$ cat src/rtl/round_judge.sv
// Round adjudication and scoring engine for the choice-battle game.
// Latches both one-hot choices on a rising choose edge, judges the round by cyclic dominance,
// drives the one-hot scenario vector, and keeps saturating scores up to WIN_SCORE.
// Build option: define ROUND_JUDGE_STRICT_EN to reject rounds with non-one-hot choices
// (choice_err pulses). Without it, choice_err is tied 0 and an invalid choice counts as index 0.
module round_judge #(
    parameter int unsigned NUM_CHOICES = 3,
    parameter int unsigned SCORE_W     = 4,
    parameter int unsigned WIN_SCORE   = 9
) (
    input  logic                               clk,
    input  logic                               resetn,
    input  logic                               new_game,
    input  logic                               choose,
    input  logic                               cont,
    input  logic [NUM_CHOICES-1:0]             p1_choice,
    input  logic [NUM_CHOICES-1:0]             p2_choice,
    output logic [NUM_CHOICES*NUM_CHOICES-1:0] scenario,
    output logic                               winner1,
    output logic                               winner2,
    output logic [SCORE_W-1:0]                 score1,
    output logic [SCORE_W-1:0]                 score2,
    output logic                               result_valid,
    output logic                               match_over,
    output logic                               choice_err
);

    localparam int unsigned IDX_W  = $clog2(NUM_CHOICES);
    localparam int unsigned D_W    = IDX_W + 1;
    localparam int unsigned SCEN_W = NUM_CHOICES * NUM_CHOICES;
    localparam logic [D_W-1:0]     N_D    = D_W'(NUM_CHOICES);
    localparam logic [D_W-1:0]     HALF_D = D_W'((NUM_CHOICES - 1) / 2);
    localparam logic [SCORE_W-1:0] WIN    = SCORE_W'(WIN_SCORE);

    typedef enum logic [1:0] {StIdle, StJudge, StResult, StOver} state_e;

    state_e              state_q, state_d;
    logic                choose_q;
    logic [NUM_CHOICES-1:0] p1_q, p1_d, p2_q, p2_d;
    logic [SCEN_W-1:0]   scen_q, scen_d;
    logic                w1_q, w1_d, w2_q, w2_d;
    logic [SCORE_W-1:0]  score1_q, score1_d, score2_q, score2_d;

    logic                rise;
    logic                choices_ok;
    logic [IDX_W-1:0]    i_idx, j_idx;
    logic [D_W-1:0]      sum, d;
    logic                p1_wins, p2_wins;
    logic [SCEN_W-1:0]   scen_onehot;

    function automatic logic is_onehot(input logic [NUM_CHOICES-1:0] v);
        int unsigned cnt;
        cnt = 0;
        for (int k = 0; k < NUM_CHOICES; k++) begin
            if (v[k]) cnt++;
        end
        return cnt == 1;
    endfunction

    // Invalid vectors encode to index 0 (cat in the three-choice game).
    function automatic logic [IDX_W-1:0] encode(input logic [NUM_CHOICES-1:0] v);
        logic [IDX_W-1:0] idx;
        idx = '0;
        for (int k = 0; k < NUM_CHOICES; k++) begin
            if (v[k]) idx = IDX_W'(k);
        end
        return is_onehot(v) ? idx : '0;
    endfunction

    assign rise = choose & ~choose_q;

`ifdef ROUND_JUDGE_STRICT_EN
    assign choices_ok = is_onehot(p1_choice) && is_onehot(p2_choice);
`else
    assign choices_ok = 1'b1;
`endif

    // Judge the latched round: cyclic distance d = (i - j) mod N decides the winner.
    always_comb begin
        i_idx       = encode(p1_q);
        j_idx       = encode(p2_q);
        sum         = {1'b0, i_idx} + N_D - {1'b0, j_idx};
        d           = (sum >= N_D) ? sum - N_D : sum;
        p1_wins     = (d != '0) && (d <= HALF_D);
        p2_wins     = (d != '0) && !p1_wins;
        scen_onehot = {{(SCEN_W-1){1'b0}}, 1'b1} << (NUM_CHOICES * 32'(i_idx) + 32'(j_idx));
    end

    // Next-state and datapath update; new_game overrides everything.
    always_comb begin
        state_d  = state_q;
        p1_d     = p1_q;
        p2_d     = p2_q;
        scen_d   = scen_q;
        w1_d     = w1_q;
        w2_d     = w2_q;
        score1_d = score1_q;
        score2_d = score2_q;
        if (new_game) begin
            state_d  = StIdle;
            scen_d   = '0;
            w1_d     = 1'b0;
            w2_d     = 1'b0;
            score1_d = '0;
            score2_d = '0;
        end else begin
            case (state_q)
                StIdle: begin
                    if (rise && choices_ok) begin
                        p1_d    = p1_choice;
                        p2_d    = p2_choice;
                        state_d = StJudge;
                    end
                end
                StJudge: begin
                    scen_d  = scen_onehot;
                    w1_d    = p1_wins;
                    w2_d    = p2_wins;
                    state_d = StResult;
                    if (p1_wins) begin
                        if (score1_q < WIN) score1_d = score1_q + 1'b1;
                        if (score1_d == WIN) state_d = StOver;
                    end
                    if (p2_wins) begin
                        if (score2_q < WIN) score2_d = score2_q + 1'b1;
                        if (score2_d == WIN) state_d = StOver;
                    end
                end
                StResult: begin
                    if (cont) begin
                        w1_d    = 1'b0;
                        w2_d    = 1'b0;
                        state_d = StIdle;
                    end
                end
                StOver: begin
                end
                default: state_d = StIdle;
            endcase
        end
    end

    // State and datapath registers.
    always_ff @(posedge clk or negedge resetn) begin
        if (!resetn) begin
            state_q  <= StIdle;
            choose_q <= 1'b0;
            p1_q     <= '0;
            p2_q     <= '0;
            scen_q   <= '0;
            w1_q     <= 1'b0;
            w2_q     <= 1'b0;
            score1_q <= '0;
            score2_q <= '0;
        end else begin
            state_q  <= state_d;
            choose_q <= choose;
            p1_q     <= p1_d;
            p2_q     <= p2_d;
            scen_q   <= scen_d;
            w1_q     <= w1_d;
            w2_q     <= w2_d;
            score1_q <= score1_d;
            score2_q <= score2_d;
        end
    end

`ifdef ROUND_JUDGE_STRICT_EN
    logic err_q;

    // One-cycle error pulse for a rejected round.
    always_ff @(posedge clk or negedge resetn) begin
        if (!resetn) begin
            err_q <= 1'b0;
        end else begin
            err_q <= !new_game && (state_q == StIdle) && rise && !choices_ok;
        end
    end

    assign choice_err = err_q;
`else
    assign choice_err = 1'b0;
`endif

    assign scenario     = scen_q;
    assign winner1      = w1_q;
    assign winner2      = w2_q;
    assign score1       = score1_q;
    assign score2       = score2_q;
    assign result_valid = (state_q == StResult) || (state_q == StOver);
    assign match_over   = (state_q == StOver);

endmodule

$ cat config.mk
export PLATFORM = sky130hd
export DESIGN_NAME = round_judge
export DESIGN_NICKNAME = d
export VERILOG_FILES = /design/src/rtl/round_judge.sv
export SDC_FILE = /design/constraint.sdc
export NUM_CORES = 1
export LEC_CHECK = 0
export CAP_MARGIN = 20
export CELL_PAD_IN_SITES_DETAIL_PLACEMENT = 1
export CELL_PAD_IN_SITES_GLOBAL_PLACEMENT = 2
export CORE_AREA = 4 4 78 80
export CTS_CLUSTER_SIZE = 25
export DETAILED_ROUTE_END_ITERATION = 8
export DIE_AREA = 0 0 82 84
export GPL_TIMING_DRIVEN = 0
export PLACE_DENSITY = 0.78
export SLEW_MARGIN = 15
export SYNTH_ARGS = -nofsm -noshare
export SYNTH_HDL_FRONTEND = slang
export SYNTH_SLANG_ARGS = --single-unit
$ cat constraint.sdc
create_clock -name clk -period 3.7 [get_ports clk]
set_input_delay 0.74 -clock clk [delete_from_list [all_inputs] [get_ports clk]]
set_output_delay 0.74 -clock clk [all_outputs]
set_load 0.1 [all_outputs]
==> results of run 1 <==
state kept, by name (all words and copies together), names as in the netlist:
name,flops
choose_q,1
p1_q,3
p2_q,3
scenario,9
score1,4
score2,4
state_q,2
winner1,1
winner2,1
path summary, 6_finish.rpt:
kind / start / endpoint
max: p2_q[1]$_DFFE_PN0P_ / score1[2]$_DFFE_PN0P_
min: resetn / scenario[4]$_DFFE_PN0P_
max reg2reg: p2_q[1]$_DFFE_PN0P_ / score1[2]$_DFFE_PN0P_
min reg2reg: scenario[4]$_DFFE_PN0P_ / scenario[4]$_DFFE_PN0P_
max in group asynchronous: resetn / score1[0]$_DFFE_PN0P_
min in group clk: scenario[4]$_DFFE_PN0P_ / scenario[4]$_DFFE_PN0P_
cells by family after synthesis:
logic type | count (synthesis)
adders and majority gates | 16
muxes | 10
DFF | 28
other | 1
AOI/OAI and AO/OA | 36
buffers and inverters | 26
xor gates and xnor gates | 1
and+or+nand+nor | 51
worst max-delay path: stages (launching register included):
cell and delay (ns):
dfrtp_1 0.38, inv_1 0.06, ha_1 0.28, or4b_2 0.61, ha_1 0.22, fa_1 0.52
ha_1 0.25, ha_1 0.34, o311a_1 0.40, o21ai_0 0.22, o221a_1 0.21
cell type report:
class / count / share of cell area
sequential: 28 / 0.322
timing repair buffer: 30 / 0.136
buffer: 7 / 0.0149
inverter: 19 / 0.0328
clock inverter: 1 / 0.0138
clock buffer: 3 / 0.0190
multi-input combinational: 115 / 0.421
tap: 72 / 0.0414
per-layer routing:
| layer | share of wire | track usage | wire [microns] | vias to the layer above |
|---|---|---|---|---|
| met1 | 0.43 | 0.166 | 1810 | 685 |
| met5 | 0 | 0 | 0 | - |
| met4 | 0.013 | 0.0483 | 53 | 0 |
| met2 | 0.53 | 0.223 | 2220 | 23 |
| met3 | 0.030 | 0.0151 | 125 | 4 |
| li1 | - | - | - | 666 |
per-stage QoR:
stage                util  hold WS, ns  total power [uW]
floorplan               -        0.444               739
global placement    0.386        0.466               836
detailed placement  0.385        0.484               869
CTS                 0.398        0.500              1120
global route        0.403        0.520              1240
finish              0.403        0.468              1160
layout by cell type (no fill, tap or decap), types with 2 or more instances in the layout:
cell type and count:
a211o_1 2, a211oi_1 2, a21oi_1 5, a22o_1 2, a31oi_1 2, a32o_1 2
buf_2 3, clkbuf_1 3, clkbuf_8 3, clkdlybuf4s50_1 29, dfrtp_1 28, fa_1 3
ha_1 13, inv_1 19, mux2_2 6, mux2i_1 3, nand2_1 13, nand2b_1 2
nand3_1 3, nand3b_1 2, nand4_1 2, nor2_1 13, nor2b_1 3, nor3_1 2
nor3b_1 2, o21ai_0 5, o21ai_1 2, o31ai_1 2
power by group:
| group | internal, uW | switching [uW] | total, uW |
|---|---|---|---|
| clock | 145 | 105 | 250 |
| sequential | 335 | 27.6 | 362 |
| combinational | 200 | 347 | 546 |
timing repair:
action,in CTS,in global routing
gates resized for setup,0,6
setup endpoints to repair,0,6
hold endpoints to repair,0,0
==> out/results.tsv, run 1 <==
metric	value	unit
status	finished clean	
Worst Path Required	3.92	ns
Initial Util	0.314	
CP endpoint kind	flip-flop	
Mapped Avg Cell Area	10.0	sq um
clk slew on worst S/H paths	0.11	ns
synthesized area	1700	sq um
Critical Path AT	3.77	ns
most common cell in the netlist	dfrtp_1	
Final setup viols	0	
DP HPWL	3240	microns
Fmax achieved	282	MHz
async set-reset flop share out of synthesis	1.00	
Slew Viols, Final	0	
Final period util	0.957	
Post-CTS Repair Setup Buffers	0	
area leader, netlist	dfrtp_1	
post-route worst setup slack	0.158	ns
Yosys cell types	49	
area grow syn2layout	28.3	%
Final nets	231	
Synth Area in Adders	0.131	
max_cap viols	0	
largest family of logic cells by synthesized area	compound AO/OA/AOI/OAI gates	
Fillers	628	
register area share after synthesis	0.413	
synth top area cells	dfrtp_1 41%, ha_1 9.6%, inv_1 4.2%, mux2_2 4.0%, fa_1 3.5%	
Congestion Overflow GR	0	
pwr/cell area	533	nW/um^2
WS Path Type	flip-flop to flip-flop	
GRT Util Overall	0.131	
First-pass DRT Iterations	3	
Bufs on Longest Clock Path	2	
xor/xnor share of the synthesized area	0.00516	
mux contribution to synthesized area	0.0642	
DRC	0	
largest net degree at the start of global routing	29	
core area	5410	sq um
CP Launch Type	flip-flop	
fin crit period	3.54	ns
post-synth top area share	0.413	
Reg area	701	sq um
via/cell ratio	5.01	
drt wl/cell	15.3	microns
Post-DRT Antenna Nets	0	
clock root buffer	clkbuf_8	
Synth Area in Simple Gates	0.162	
H-Tree Depth	1	
CTS Hold Buffers Added	0	
FF-to-FF setup slack	0.16	ns
routed vias	1378	
layout cell share with drive strength beyond 1	0.113	
maximum VDD drop	0.000198	V
RSZ-0062 raised after global routing	no	
Least-Margin Pin Slew	0.973	ns
later-pin clock latency in the skew report	0.28	ns
PortBufs	30	
initial DRC count	15	
CTS Buf Count	3	
first-pass GRT wire length	7170	microns
initial antenna violation count	0	
Placed Area	2080	sq um
clk_skew	0.00396	ns
pre-CTS setup slack	0.140	ns
CTS tree	built	
TNS Setup	0	ns
Finished Layout Cells	275	
Synth Area in Compound Gates	0.162	
GPL Wtd Cong	0.880	
R2R depth	10	
Antenna Cells	0	
Worst Hold Class	primary input to async pin	
Ports	33	
Mapped Cells	169	
commonest cells in the synthesized netlist	28 x dfrtp_1, 19 x inv_1, 14 x nor2_1	
Top FF cell, synth	dfrtp_1	
clk sinks	28	
Synth Register Bits	28	
Leakage Power	0.000933	uW
final instance area	2180	sq um
full die area	6890	sq um
slew margin rel.	0.349	
placed insts	271	
DRT Wirelength	4210	microns
Core Rows	27	
area of the multi-input gates	916	sq um
crit path max fanout	4	
Post-synth EDFFs	0	
die height	84	microns
vias in the first global route	1498	
Hold Vio Cnt, Final	0	
net count after synthesis	196	
chip width	82	microns
Syn. warnings	0	
No activity file was read; power rests on OpenSTA's default activity.
==> run 2: changes to the inputs <==
--- a/config.mk
+++ b/config.mk
@@ -9,10 +9,11 @@
 export CELL_PAD_IN_SITES_DETAIL_PLACEMENT = 1
 export CELL_PAD_IN_SITES_GLOBAL_PLACEMENT = 2
-export CORE_AREA = 4 4 78 80
+export CORE_AREA = 4 4 76 78
 export CTS_CLUSTER_SIZE = 25
 export DETAILED_ROUTE_END_ITERATION = 8
-export DIE_AREA = 0 0 82 84
+export DIE_AREA = 0 0 80 82
 export GPL_TIMING_DRIVEN = 0
-export PLACE_DENSITY = 0.78
+export PLACE_DENSITY = 0.81
+export REMOVE_ABC_BUFFERS = 1
 export SLEW_MARGIN = 15
 export SYNTH_ARGS = -nofsm -noshare
==> constraint.sdc (replaced) <==
create_clock -name clk -period 4.3 [get_ports clk]
set_input_delay 1.075 -clock clk [delete_from_list [all_inputs] [get_ports clk]]
set_output_delay 1.075 -clock clk [all_outputs]
set_load 0.1 [all_outputs]
==> run 2 against run 1 <==
Compared with the run above:
- non-clock buffer count shrank 6
- global-route usage grew 0.17 points
- flip-flop and latch count is the same
- final cell count shrank 2.9%
- clock-buffer cell count grew 1
- sequential share of layout area grew 0.99 points
- first-iteration DRC count grew 130%
- critical path depth is the same
- critical path type unchanged
- largest power group unchanged
==> out/results.tsv, run 2 (same netlist as run 1, synthesis figures left out) <==
metric	value	unit	change
via/cell ratio	5.07		+1.1%
Most Frequent Cell on Critical Path	ha_1		
Finished Layout Cells	267		-2.9%
vias in the first global route	1474		-1.6%
initial DRC count	35		+20
routed vias	1353		-1.8%
layout cell share with drive strength beyond 1	0.0863		-0.0270
Critical Path AT	3.68	ns	-0.09 ns
hold_sp	scenario[4]$_DFFE_PN0P_		
Worst Hold End	scenario[4]$_DFFE_PN0P_		
DP HPWL	3220	microns	-0.68%
Fmax achieved	285	MHz	+0.98%
H-Tree Depth	1		unchanged
Congestion Overflow GR	0		unchanged
worst reg2reg startpoint	p2_q[1]$_DFFE_PN0P_		
CTS Buf Count	3		unchanged
fin crit period	3.51	ns	-0.0344 ns
die height	82	microns	-2.4%
clk slew on worst S/H paths	0.10	ns	about the same
FF-to-FF setup slack	0.79	ns	+0.63 ns
placed insts	263		-3.0%
clk_skew	0.0105	ns	+0.00655 ns
GPL Wtd Cong	0.773		-12%
Worst Path Required	4.47	ns	+0.55 ns
crit path max-delay cell type	or4b_2		
GRT Util Overall	0.133		+0.00171
TNS Setup	0	ns	unchanged
Final nets	225		-2.6%
initial antenna violation count	0		unchanged
Post-CTS Repair Setup Buffers	0		unchanged
DRC	0		unchanged
commonest non-fill, non-tap cell in the layout	clkdlybuf4s50_1		
WS Path Type	flip-flop to flip-flop		
Slew Viols, Final	0		unchanged
Worst Hold Class	flip-flop to flip-flop		
Max stage delay on crit path	0.61	ns	about the same
R2R depth	10		unchanged
clk sinks	28		unchanged
Post-DRT Antenna Nets	0		unchanged
Bufs on Longest Clock Path	2		unchanged
most frequent cells in the layout	30 x clkdlybuf4s50_1, 28 x dfrtp_1, 19 x inv_1		
largest net degree at the start of global routing	29		unchanged
CP cell instances	inv_1 > ha_1 > or4b_2 > ha_1 > fa_1 > ha_1 > ha_1 > o311ai_2 > a21oi_1 > mux2_1		
RR Endpoint	score1[0]$_DFFE_PN0P_		
area grow syn2layout	24.5	%	
maximum VDD drop	0.000151	V	-23%
Initial Util	0.334		+0.0204
Final setup viols	0		unchanged
DRT Wirelength	4080	microns	-3.0%
CP Launch Type	flip-flop		
status	finished clean		
Leakage Power	0.000909	uW	-2.6%
Final period util	0.816		-0.142
drt wl/cell	15.3	microns	-0.11%
First-pass DRT Iterations	2		-1
first-pass GRT wire length	6920	microns	-3.5%
Post-CTS Resized	0		unchanged
chip width	80	microns	-2.4%
CP endpoint kind	flip-flop		
core area	5070	sq um	-6.1%
CTS Hold Buffers Added	0		unchanged
slew margin rel.	0.343		-0.00637
Worst Hold Path Cells	2		
RSZ-0062 raised after global routing	no		
clock root buffer	clkbuf_8		
max_cap viols	0		unchanged
crit path max fanout	4		unchanged
later-pin clock latency in the skew report	0.27	ns	about the same
pwr/cell area	422	nW/um^2	-21%
CTS tree	built		
full die area	6560	sq um	-4.8%
Ports	33		unchanged
Least-Margin Pin Slew	0.983	ns	+0.00952 ns
Antenna Cells	0		unchanged
PortBufs	31		+3.3%
max FFs per register	9		unchanged
Core Rows	26		-3.7%
Hold Vio Cnt, Final	0		unchanged
-- run 2: final cells by class --
type | count | area [sq um]
multi-input combinational | 115 | 892
fill | 597 | 2960
sequential | 28 | 701
timing repair buffer | 31 | 305
clock buffer | 4 | 55.1
tap | 70 | 87.6
inverter | 19 | 71.3
-- run 2: stage by stage --
| step | cell area (sq um) | utilization | setup WS (ns) | hold slack [ns] | power (uW) |
|---|---|---|---|---|---|
| global placement | 2060 | 0.406 | 0.823 | 0.459 | 715 |
| detailed placement | 2060 | 0.405 | 0.775 | 0.467 | 737 |
| finish | 2110 | 0.416 | 0.792 | 0.485 | 892 |
| global route | 2110 | 0.416 | 0.603 | 0.529 | 958 |
| CTS | 2110 | 0.416 | 0.767 | 0.491 | 906 |
| floorplan | 1660 | - | 0.986 | 0.495 | 630 |
-- run 2: worst max-delay path: cells and delay by family, from the launching register on --
kind	cells	cell delay (ns)
flops	1	0.38
simple gates	1	0.61
buf+inv	1	0.06
mux	1	0.33
fa+ha+maj	5	1.53
compound gates	2	0.50
-- run 2: metal layers --
| layer | routed length [microns] | vias to the layer above | global-route usage |
|---|---|---|---|
| met5 | 0 | - | 0 |
| met4 | 31 | 0 | 0.0338 |
| met3 | 146 | 4 | 0.0241 |
| met2 | 2070 | 23 | 0.240 |
| met1 | 1840 | 676 | 0.162 |
| li1 | - | 650 | - |
-- run 2: worst max-delay path by stage --
stage	from	to	slack, ns	depth (start not counted)
floorplan	p2_q[1]$_DFFE_PN0P_	score1[0]$_DFFE_PN0P_	0.99	10
global placement	p2_q[1]$_DFFE_PN0P_	score1[0]$_DFFE_PN0P_	0.82	10
detailed placement	p2_q[0]$_DFFE_PN0P_	score1[0]$_DFFE_PN0P_	0.78	10
CTS	p2_q[0]$_DFFE_PN0P_	score1[0]$_DFFE_PN0P_	0.77	10
global route	p2_q[0]$_DFFE_PN0P_	score1[0]$_DFFE_PN0P_	0.60	10
finish	p2_q[1]$_DFFE_PN0P_	score1[0]$_DFFE_PN0P_	0.79	10
-- run 2: power breakdown --
part | switching (uW) | internal, uW
registers | 24.6 | 288
clock network | 81.8 | 81.9
logic | 264 | 152
total | 370 | 522
